`config.mk`:
```
export PLATFORM = sky130hd
export DESIGN_NAME = ov7670_sccb_config_flat
export DESIGN_NICKNAME = d
export VERILOG_FILES = /design/src/rtl/ov7670_sccb_config_if.sv /design/src/rtl/ov7670_sccb_config.sv /design/src/flat_wrapper.sv
export SDC_FILE = /design/constraint.sdc
export NUM_CORES = 1
export LEC_CHECK = 0
export ABC_AREA = 1
export CAP_MARGIN = 25
export CORE_MARGIN = 2
export CORE_UTILIZATION = 62
export CTS_CLUSTER_SIZE = 30
export DETAILED_ROUTE_END_ITERATION = 7
export GPL_TIMING_DRIVEN = 0
export PLACE_DENSITY = 0.88
export SETUP_SLACK_MARGIN = 0.4
export SLEW_MARGIN = 20
export SYNTH_ARGS = -nofsm -noshare
export SYNTH_HDL_FRONTEND = slang
export SYNTH_SLANG_ARGS = --single-unit
```
`constraint.sdc`:
```
create_clock -name clk -period 4 [get_ports clk]
set_input_delay 0.4 -clock clk [delete_from_list [all_inputs] [get_ports clk]]
set_output_delay 0.4 -clock clk [all_outputs]
set_load 0.005 [all_outputs]
```
`src/rtl/ov7670_sccb_config_if.sv`:
```
// Signal bundle between the OV7670 SCCB configuration sequencer, its register ROM,
// the SCCB pins and the capture-side start/status handshake.
interface ov7670_sccb_config_if #(
    parameter int unsigned ADDR_W = 8
);
    logic              start;
    logic [ADDR_W-1:0] rom_addr;
    logic [15:0]       rom_data;
    logic              sioc;
    logic              siod_oe;
    logic              busy;
    logic              done;

    modport master (
        input  start, rom_data,
        output rom_addr, sioc, siod_oe, busy, done
    );

    modport slave (
        output start, rom_data,
        input  rom_addr, sioc, siod_oe, busy, done
    );
endinterface

```
`src/rtl/ov7670_sccb_config.sv`:
```
// Walks an external register ROM and writes each entry to the OV7670 over SCCB
// (ID 0x42, reg, value); honours 0xFFF0 delay and 0xFFFF end markers.
module ov7670_sccb_config #(
    parameter int unsigned CLK_DIV      = 125,
    parameter int unsigned POWERUP_WAIT = 50_000,
    parameter int unsigned DELAY_CYCLES = 500_000,
    parameter int unsigned ADDR_W       = 8
) (
    input  logic                 clk,
    input  logic                 reset_n,
    ov7670_sccb_config_if.master bus
);
    localparam int unsigned WAIT_MAX = (POWERUP_WAIT > DELAY_CYCLES) ? POWERUP_WAIT : DELAY_CYCLES;
    localparam int unsigned CNT_W    = $clog2(WAIT_MAX + 1);
    localparam int unsigned DIV_W    = $clog2(CLK_DIV);
    localparam logic [7:0]  WRITE_ID = 8'h42;

    typedef enum logic [3:0] {
        S_RESET_IDLE, S_PWR_WAIT, S_FETCH, S_DECODE, S_START,
        S_BITS, S_STOP, S_GAP, S_DELAY, S_DONE
    } state_t;

    state_t            state_q;
    logic [ADDR_W-1:0] rom_addr_q, rom_addr_d;
    logic [CNT_W-1:0]  wait_cnt_q;
    logic [DIV_W-1:0]  div_q;
    logic [1:0]        qtr_q;
    logic [4:0]        bit_q;
    logic [26:0]       shift_q;
    logic [15:0]       entry_q;
    logic              fetch_q, sioc_q, siod_oe_q, busy_q, done_q;
    logic              qtr_end, pwr_end, dly_end, advance;

    always_comb begin
        rom_addr_d = rom_addr_q + ADDR_W'(1);
        qtr_end    = (div_q == DIV_W'(CLK_DIV - 1));
        pwr_end    = (wait_cnt_q == CNT_W'(POWERUP_WAIT - 1));
        dly_end    = (wait_cnt_q == CNT_W'(DELAY_CYCLES - 1));
        advance    = ((state_q == S_GAP) && qtr_end && (qtr_q == 2'd3)) ||
                     ((state_q == S_DELAY) && dly_end);
    end

    always_ff @(posedge clk or negedge reset_n) begin
        if (!reset_n) begin
            state_q    <= S_RESET_IDLE;
            rom_addr_q <= '0;
            wait_cnt_q <= '0;
            div_q      <= '0;
            qtr_q      <= '0;
            bit_q      <= '0;
            shift_q    <= '0;
            entry_q    <= '0;
            fetch_q    <= 1'b0;
            sioc_q     <= 1'b1;
            siod_oe_q  <= 1'b0;
            busy_q     <= 1'b0;
            done_q     <= 1'b0;
        end else begin
            div_q <= qtr_end ? '0 : div_q + DIV_W'(1);
            // GAP and DELAY share one exit path; the index saturates at the last entry.
            if (advance) begin
                if (&rom_addr_q) begin
                    state_q <= S_DONE;
                    busy_q  <= 1'b0;
                    done_q  <= 1'b1;
                end else begin
                    rom_addr_q <= rom_addr_d;
                    fetch_q    <= 1'b0;
                    state_q    <= S_FETCH;
                end
            end else begin
                case (state_q)
                    S_RESET_IDLE: begin
                        state_q    <= S_PWR_WAIT;
                        busy_q     <= 1'b1;
                        wait_cnt_q <= '0;
                    end
                    S_PWR_WAIT: begin
                        if (pwr_end) begin
                            state_q    <= S_FETCH;
                            rom_addr_q <= '0;
                            fetch_q    <= 1'b0;
                        end else begin
                            wait_cnt_q <= wait_cnt_q + CNT_W'(1);
                        end
                    end
                    S_FETCH: begin
                        fetch_q <= 1'b1;
                        if (fetch_q) begin
                            entry_q <= bus.rom_data;
                            state_q <= S_DECODE;
                        end
                    end
                    S_DECODE: begin
                        if (entry_q == 16'hFFFF) begin
                            state_q <= S_DONE;
                            busy_q  <= 1'b0;
                            done_q  <= 1'b1;
                        end else if (entry_q == 16'hFFF0) begin
                            state_q    <= S_DELAY;
                            wait_cnt_q <= '0;
                        end else begin
                            state_q   <= S_START;
                            div_q     <= '0;
                            qtr_q     <= '0;
                            sioc_q    <= 1'b1;
                            siod_oe_q <= 1'b0;
                            shift_q   <= {WRITE_ID, 1'b1, entry_q[15:8], 1'b1, entry_q[7:0], 1'b1};
                        end
                    end
                    S_START: begin
                        if (qtr_end) begin
                            if (qtr_q == 2'd0) begin
                                qtr_q     <= 2'd1;
                                siod_oe_q <= 1'b1;
                            end else begin
                                state_q   <= S_BITS;
                                qtr_q     <= 2'd0;
                                bit_q     <= '0;
                                sioc_q    <= 1'b0;
                                siod_oe_q <= ~shift_q[26];
                            end
                        end
                    end
                    S_BITS: begin
                        if (qtr_end) begin
                            qtr_q <= qtr_q + 2'd1;
                            case (qtr_q)
                                2'd1: sioc_q <= 1'b1;
                                2'd3: begin
                                    sioc_q <= 1'b0;
                                    if (bit_q == 5'd26) begin
                                        state_q   <= S_STOP;
                                        siod_oe_q <= 1'b1;
                                    end else begin
                                        bit_q     <= bit_q + 5'd1;
                                        shift_q   <= {shift_q[25:0], 1'b0};
                                        siod_oe_q <= ~shift_q[25];
                                    end
                                end
                                default: ;
                            endcase
                        end
                    end
                    S_STOP: begin
                        if (qtr_end) begin
                            case (qtr_q)
                                2'd0: begin
                                    sioc_q <= 1'b1;
                                    qtr_q  <= 2'd1;
                                end
                                2'd1: begin
                                    siod_oe_q <= 1'b0;
                                    qtr_q     <= 2'd2;
                                end
                                default: begin
                                    state_q <= S_GAP;
                                    qtr_q   <= 2'd0;
                                end
                            endcase
                        end
                    end
                    S_GAP: begin
                        if (qtr_end) qtr_q <= qtr_q + 2'd1;
                    end
                    S_DELAY: wait_cnt_q <= wait_cnt_q + CNT_W'(1);
                    S_DONE: begin
                        if (bus.start) begin
                            state_q    <= S_FETCH;
                            rom_addr_q <= '0;
                            fetch_q    <= 1'b0;
                            done_q     <= 1'b0;
                            busy_q     <= 1'b1;
                        end
                    end
                    default: state_q <= S_RESET_IDLE;
                endcase
            end
        end
    end

    assign bus.rom_addr = rom_addr_q;
    assign bus.sioc     = sioc_q;
    assign bus.siod_oe  = siod_oe_q;
    assign bus.busy     = busy_q;
    assign bus.done     = done_q;
endmodule

```
`src/flat_wrapper.sv`:
```
// flat-port wrapper written by rule: the top's interface ports become plain ports
module ov7670_sccb_config_flat 
#(
    parameter int unsigned CLK_DIV      = 125,
    parameter int unsigned POWERUP_WAIT = 50_000,
    parameter int unsigned DELAY_CYCLES = 500_000,
    parameter int unsigned ADDR_W       = 8
)
  (clk, reset_n, bus_start, bus_rom_data, bus_rom_addr, bus_sioc, bus_siod_oe, bus_busy, bus_done);
  ov7670_sccb_config_if #(.ADDR_W(ADDR_W)) bus_i ();
  input  logic clk;
  input  logic reset_n;
  input wire logic [$bits(bus_i.start)-1:0] bus_start;
  input wire logic [$bits(bus_i.rom_data)-1:0] bus_rom_data;
  output wire logic [$bits(bus_i.rom_addr)-1:0] bus_rom_addr;
  output wire logic [$bits(bus_i.sioc)-1:0] bus_sioc;
  output wire logic [$bits(bus_i.siod_oe)-1:0] bus_siod_oe;
  output wire logic [$bits(bus_i.busy)-1:0] bus_busy;
  output wire logic [$bits(bus_i.done)-1:0] bus_done;
  assign bus_i.start = bus_start;
  assign bus_i.rom_data = bus_rom_data;
  assign bus_rom_addr = bus_i.rom_addr;
  assign bus_sioc = bus_i.sioc;
  assign bus_siod_oe = bus_i.siod_oe;
  assign bus_busy = bus_i.busy;
  assign bus_done = bus_i.done;
  ov7670_sccb_config #(.CLK_DIV(CLK_DIV), .POWERUP_WAIT(POWERUP_WAIT), .DELAY_CYCLES(DELAY_CYCLES), .ADDR_W(ADDR_W)) u_core (.clk(clk), .reset_n(reset_n), .bus(bus_i));
endmodule
```
==> results.json, run 1 <==
{
  "grt_first_pass_wirelength_mm": 22.0,
  "cts_tree": "yes",
  "placementRows": 34,
  "fmax_mhz": 462,
  "clockBufferDepth": 2,
  "path_cells": "ha_1 > nand3_2 > inv_1 > nand2_1 > nor2_1 > nand2_1 > nand2_1 > nand2_1 > inv_1 > nand3_2 > nand2_1 > o21ai_0",
  "synth.distinct_cells": 38,
  "status": "complete, no violations",
  "max_slew_margin_pct": 64.4,
  "cp_common_cell": "nand2_1",
  "critPathSlowestCell": "dfrtp_1",
  "io_pins": 31,
  "syn_to_final_growth_pct": 11.4,
  "hold_violations": 0,
  "r2r_start": "u_core.wait_cnt_q[0]",
  "firstDrtPassIters": 5,
  "drtAntennaViolNets": 0,
  "clk_pin_slew_ns": 0.10,
  "grt_max_degree": 62,
  "hp-class": "flop to flop",
  "dieArea_mm2": 0.00988,
  "htree_levels": 3,
  "min-delay-start": "u_core.bus.sioc",
  "crit_path_start": "u_core.wait_cnt_q[0]",
  "yosysTopAreaCellShare_pct": 40.8,
  "synth_edf_count": 0,
  "grt_use_total_pct": 27.3,
  "total_power_uw": 1590,
  "cp_data_arrival_time_ns": 2.41,
  "synth_compound_area_share_pct": 7.87,
  "syn-num-nets": 757,
  "final_area_mm2": 0.00628,
  "routed_wl_mm": 12.4,
  "synthAdderAreaFrac_pct": 2.44,
  "path_max_fanout": 8,
  "min_period_ns": 2.17,
  "power.density_mw_per_mm2": 252,
  "die_h_um": 99.4,
  "p_leak_uw": 0.00303,
  "syn_avg_cell_area_um2": 7.76,
  "critPathTopFamily": "simple AND/OR/NAND/NOR gates",
  "post-dp-hpwl_mm": 9.53,
  "slew_violations": 0,
  "post_cts_buffers": 0,
  "die_w_um": 99.4,
  "critPathRequiredTime_ns": 4.24,
  "antenna_found_initial": 0,
  "synth_top_family_by_area": "simple AND/OR/NAND/NOR gates",
  "yosysTopAreaCell": "dfrtp_1",
  "end_kind": "flop",
  "vias": 4914,
  "cts_buffers": 9,
  "wl_per_cell_um": 14.1,
  "grt_pass1_vias": 4985,
  "synthArstFlopShare_pct": 100,
  "synth-seq-cells": 93,
  "yosys.area_share.simple_pct": 32.4,
  "core-area_mm2": 0.00876,
  "cts_sinks": 93,
  "cts-root-buf": "clkbuf_8",
  "synth_most_common_cell": "nand2_1",
  "finalSetupViolations": 0,
  "via_per_inst": 5.57,
  "cp_num_buf_inv": 2,
  "ys_seq_area_share_pct": 41.3,
  "fin_crit_sh_pct": 54.2,
  "max_stage_delay_ns": 0.48,
  "start_util_pct": 64.4,
  "yosysWarnings": 0,
  "dpl_cell_area_mm2": 0.00610,
  "drtIter0Drc": 295,
  "synth_area_mm2": 0.00564,
  "synth_cells": 727,
  "synth-main-ff-cell": "dfrtp_1",
  "io_buffers": 30,
  "clock_skew_ns": 0.0132,
  "synth_common_cells": "nand2_1 (216), nor2_1 (95), dfrtp_1 (92), inv_1 (72), nand3_1 (53)",
  "synth_area_leaders": "dfrtp_1 (41%), nand2_1 (14%), nor2_1 (6.3%)",
  "rsz0062_at_grt": "no",
  "critPathLaunchType": "flop",
  "grt_overflow": 0,
  "drive_above_1_share_pct": 13.3,
  "synthXorXnorAreaFrac_pct": 2.64,
  "ir_worst_vdd_mv": 0.211,
  "worstMarginPinSlew_ns": 0.529,
  "yosys-mux-area-fraction_pct": 6.03,
  "clk_latency_ns": 0.36,
  "drc": 0,
  "cap_violations": 0,
  "layout.nets": 800,
  "diodes": 0,
  "crit_type": "flop to flop",
  "routabilityCongestion": 0.954
}
==> power by group <==
| group | switching [uW] | total [uW] | internal (uW) |
|---|---|---|---|
| Sequential | 7.02 | 955 | 948 |
| Combinational | 28.2 | 56.4 | 28.2 |
| Clock | 347 | 575 | 228 |
==> per-stage QoR <==
stage / std cells / TNS [ns] / hold WS, ns / worst slack (ns) / util, %
after floorplan: 727 / 0 / 0.104 / 2.25 / -
after CTS: 883 / 0 / 0.469 / 1.85 / 71.7
final: 883 / 0 / 0.467 / 1.83 / 71.7
after detailed placement: 866 / 0 / 0.378 / 1.87 / 69.6
after global placement: 865 / -69.24 / 0.452 / -0.758 / 69.3
after global routing: 883 / 0 / 0.490 / 1.53 / 71.7
==> cell type report <==
class                      instances  area (um2)
clock buffer                       9         124
sequential                        93        2330
timing repair buffer              32         335
fill                             688        2480
multi-input combinational        544        2900
inverter                          76         288
clock inverter                     7        48.8
tap                              108         135
buffer                            14         128
==> sequential cells by signal, summed over array words and instances (netlist names) <==
name / count
u_core.div_q: 7
u_core.bus.siod_oe: 1
u_core.bus.rom_addr: 8
u_core.bus.sioc: 1
u_core.shift_q: 27
u_core.wait_cnt_q: 19
u_core.entry_q: 16
u_core.fetch_q: 1
u_core.bus.done: 1
u_core.qtr_q: 2
u_core.bus.busy: 1
u_core.bit_q: 5
u_core.state_q: 4
==> final timing paths <==
check | to | slack, ns | depth (start not counted)
max | u_core.bus.rom_addr[6] | 1.83 | 12
min | u_core.bus.sioc | 0.47 | 2
max reg2reg | u_core.bus.rom_addr[6] | 1.83 | 12
min reg2reg | u_core.bus.sioc | 0.47 | 2
max in group asynchronous | u_core.entry_q[15] | 2.84 | 3
min in group asynchronous | u_core.wait_cnt_q[2] | 0.52 | 2
==> cells by family (layout without fill, tap and decap cells) <==
family,Yosys count,count (layout)
adders and majority gates,11,11
and+or+nand+nor,417,417
buffers and inverters,90,138
AOI/OAI and AO/OA,67,67
muxes,32,32
DFF,93,93
xor gates and xnor gates,17,17
==> placed cells by master, fill, tap and decap left out, types with 2 or more instances in the layout <==
master,count
nand2_2,6
nor2_2,2
inv_6,2
nand2_4,2
clkdlybuf4s50_1,29
buf_4,2
clkbuf_8,9
buf_2,3
ha_1,11
a21oi_1,6
nor2_1,95
buf_6,9
o21ai_1,16
xnor2_1,3
nand2_1,216
or2_2,3
nand3_1,53
nand4_1,16
nor3_2,2
o21ai_0,15
nor2_4,4
o21ai_2,26
inv_2,3
mux2i_1,16
dfrtp_1,92
nand3_2,4
xor2_1,14
nor3_1,10
inv_1,72
clkinv_2,3
mux2_2,16
==> repair_timing <==
item / in CTS / in global routing
endpoints found under the hold margin: 29 / 0
hold buffers: 1 / 0
gates resized for setup: 0 / 0
==> routing by layer <==
metal	wire [um]	vias up	GRT usage, %	part of all wire, %
met1	5280	2313	34.3	42
met3	594	22	3.87	4.8
met2	6360	159	47.9	51
met5	0	-	0	0
li1	-	2420	-	-
met4	207	0	10.6	1.7
==> tightest hold or removal path, delay by kind of cell (launching register included) <==
family / cells / cell delay [ns]
AND/OR/NAND/NOR: 2 / 0.09
flip-flops: 1 / 0.38
No activity file was read; power rests on OpenSTA's default activity.
==> run 2: changes to the inputs <==
Settings changed: CORE_UTILIZATION 62 to 55, PLACE_DENSITY 0.88 to 0.83.
Clock period 4 ns to 1.95 ns, I/O delays scaled along.
==> run 2 against run 1 <==
  * The run now ends with DRC, setup timing left
  * Die area is 12% higher
  * Final cell count increased by 14%
  * Sequential share of layout area shrank 7.5 points
  * Via count increased by 29%
  * Largest cell class unchanged
==> results.json, run 2 (synthesized netlist as in run 1, its figures left out) <==
{
  "fin_cells": 1009,
  "fin_crit_sh_pct": 105,
  "regMostFlops": "u_core.shift_q",
  "drc": 1,
  "worstMarginPinSlew_ns": 0.698,
  "clk_latency_ns": 0.40,
  "clock_skew_ns": 0.0199,
  "dieArea_mm2": 0.0111,
  "total_power_uw": 3480,
  "io_pins": 31,
  "start_util_pct": 57.2,
  "finalSetupViolations": 54,
  "grt_use_total_pct": 29.9,
  "final_cell_mix": "nand2_1 (163), buf_4 (78), dfrtp_1 (76), nor2_1 (65), inv_1 (48)",
  "violations": "DRC, setup timing",
  "drtIter0Drc": 917,
  "htree_levels": 3,
  "rr_worst_depth": 12,
  "die_h_um": 105,
  "status": "complete, but fails checks",
  "crit_type": "flop to flop",
  "min_period_ns": 2.05,
  "dp.cells": 891,
  "routed_wl_mm": 21.2,
  "whs_ns": 0.218,
  "die_w_um": 105,
  "setup.worst_path.end": "u_core.bus.siod_oe",
  "grt_max_degree": 67,
  "fillers": 535,
  "critPathRequiredTime_ns": 2.26,
  "routabilityCongestion": 0.910,
  "vias": 6356,
  "r2r_slack_ns": -0.10,
  "p_leak_uw": 0.00382,
  "hold_violations": 0,
  "firstDrtPassIters": 8,
  "max_slew_margin_pct": 53.1,
  "layout.nets": 901,
  "post-dp-hpwl_mm": 9.16,
  "critPathLaunchType": "flop",
  "postLayoutSetupSlackWorst_ns": -0.101,
  "cp_data_arrival_time_ns": 2.36,
  "placementRows": 36,
  "rsz0062_at_grt": "yes",
  "cts_tree": "yes",
  "syn_to_final_growth_pct": 41.0,
  "path_max_fanout": 4,
  "cts_buffers": 9,
  "antenna_found_initial": 0,
  "slew_violations": 0,
  "grt_overflow": 0,
  "largest_reg_flops": 27,
  "top_regs": "u_core.shift_q (27), u_core.wait_cnt_q (19), u_core.entry_q (16)",
  "diodes": 0,
  "cts_sinks": 93,
  "grt_first_pass_wirelength_mm": 26.6,
  "grt_pass1_vias": 5713,
  "via_per_inst": 6.30,
  "end_kind": "flop",
  "hp-class": "primary input to async pin",
  "drtAntennaViolNets": 0,
  "cts-root-buf": "clkbuf_8",
  "r2r_start": "u_core.div_q[0]",
  "clk_pin_slew_ns": 0.12,
  "utilization_pct": 80.7,
  "power.density_mw_per_mm2": 437,
  "r2r_end": "u_core.bus.siod_oe",
  "wl_per_cell_um": 21.0,
  "cap_violations": 0,
  "layout_commonest_cell": "nand2_1",
  "crit_path_start": "u_core.div_q[0]",
  "drive_above_1_share_pct": 40.2,
  "clockBufferDepth": 2,
  "ir_worst_vdd_mv": 0.479,
  "fmax_mhz": 488,
  "core-area_mm2": 0.00986,
  "io_buffers": 30
}
## run 2: changes by cell type in the layout (fill, tap and decap cells not counted), moves of 8 or more
cell / before / now
nand3_1: 53 / 42
dfrtp_2: 0 / 16
buf_4: 2 / 78
nand2_4: 2 / 17
buf_6: 9 / 25
nor2_1: 95 / 65
inv_2: 3 / 20
nor2_4: 4 / 21
nand2_1: 216 / 163
nand2_2: 6 / 43
dfrtp_1: 92 / 76
inv_1: 72 / 48
o21ai_0: 15 / 7
nor2_2: 2 / 15
## run 2: critical path: stages (launching register included)
cell and delay [ns]:
dfrtp_1 0.45, inv_2 0.12, ha_4 0.18, nand2_4 0.06
nor3_4 0.24, nand2_2 0.15, nand2_4 0.14, nor2_4 0.08
buf_4 0.15, buf_6 0.13, nand3_2 0.06, nand2_1 0.06
o21ai_1 0.13
## run 2: final cells by class
type | count | area [um2] | area share [%]
Sequential cell | 93 | 2350 | 29.5
Tap cell | 133 | 166 | 2.09
Timing Repair Buffer | 133 | 1270 | 16.0
Buffer | 14 | 174 | 2.19
Clock buffer | 10 | 138 | 1.73
Clock inverter | 6 | 66.3 | 0.833
Inverter | 76 | 308 | 3.87
Multi-Input combinational cell | 544 | 3490 | 43.8
## run 2: repair_timing
action | 4_1_cts | 5_1_grt
hold endpoints to repair | 27 | 0
cloned | 4 | 0
hold buffers | 1 | 0
resized for setup | 134 | 100
pin swaps | 36 | 36
setup buffers | 65 | 32
setup endpoints to repair | 97 | 100
## run 2: metrics by stage
step | setup slack [ns] | TNS, ns | instance area (um2)
after CTS | 0.200 | 0 | 7410
after global routing | -0.171 | -6.68 | 7960
final | -0.101 | -2.40 | 7960
after global placement | -2.95 | -242.61 | 6160
after floorplan | 0.308 | 0 | 5700
after detailed placement | -0.0220 | -0.0233 | 6190
## run 2: routing by layer
metal	share of wire [%]	global-route usage (%)	vias up
li1	-	-	2619
met1	34	34.6	2965
met2	48	52.2	556
met3	9.6	5.75	216
met4	8.4	15.5	0
met5	0	0	-
## run 2: power by group
| part | switching, uW | total (uW) | internal, uW | leakage, uW |
|---|---|---|---|---|
| sequential | 14.7 | 1960 | 1940 | 0.00119 |
| combinational | 67.9 | 133 | 64.6 | 0.00254 |
| clock | 845 | 1380 | 539 | 0.000101 |
## run 2: worst min path at each step
stage | startpoint | to | slack (ns)
global placement | u_core.bus.sioc | u_core.bus.sioc | 0.45
finish | reset_n | u_core.bus.done | 0.22
detailed placement | reset_n | u_core.wait_cnt_q[10] | 0.08
floorplan | reset_n | u_core.bit_q[0] | -0.10
CTS | reset_n | u_core.bus.done | 0.24
global route | reset_n | u_core.bus.done | 0.25
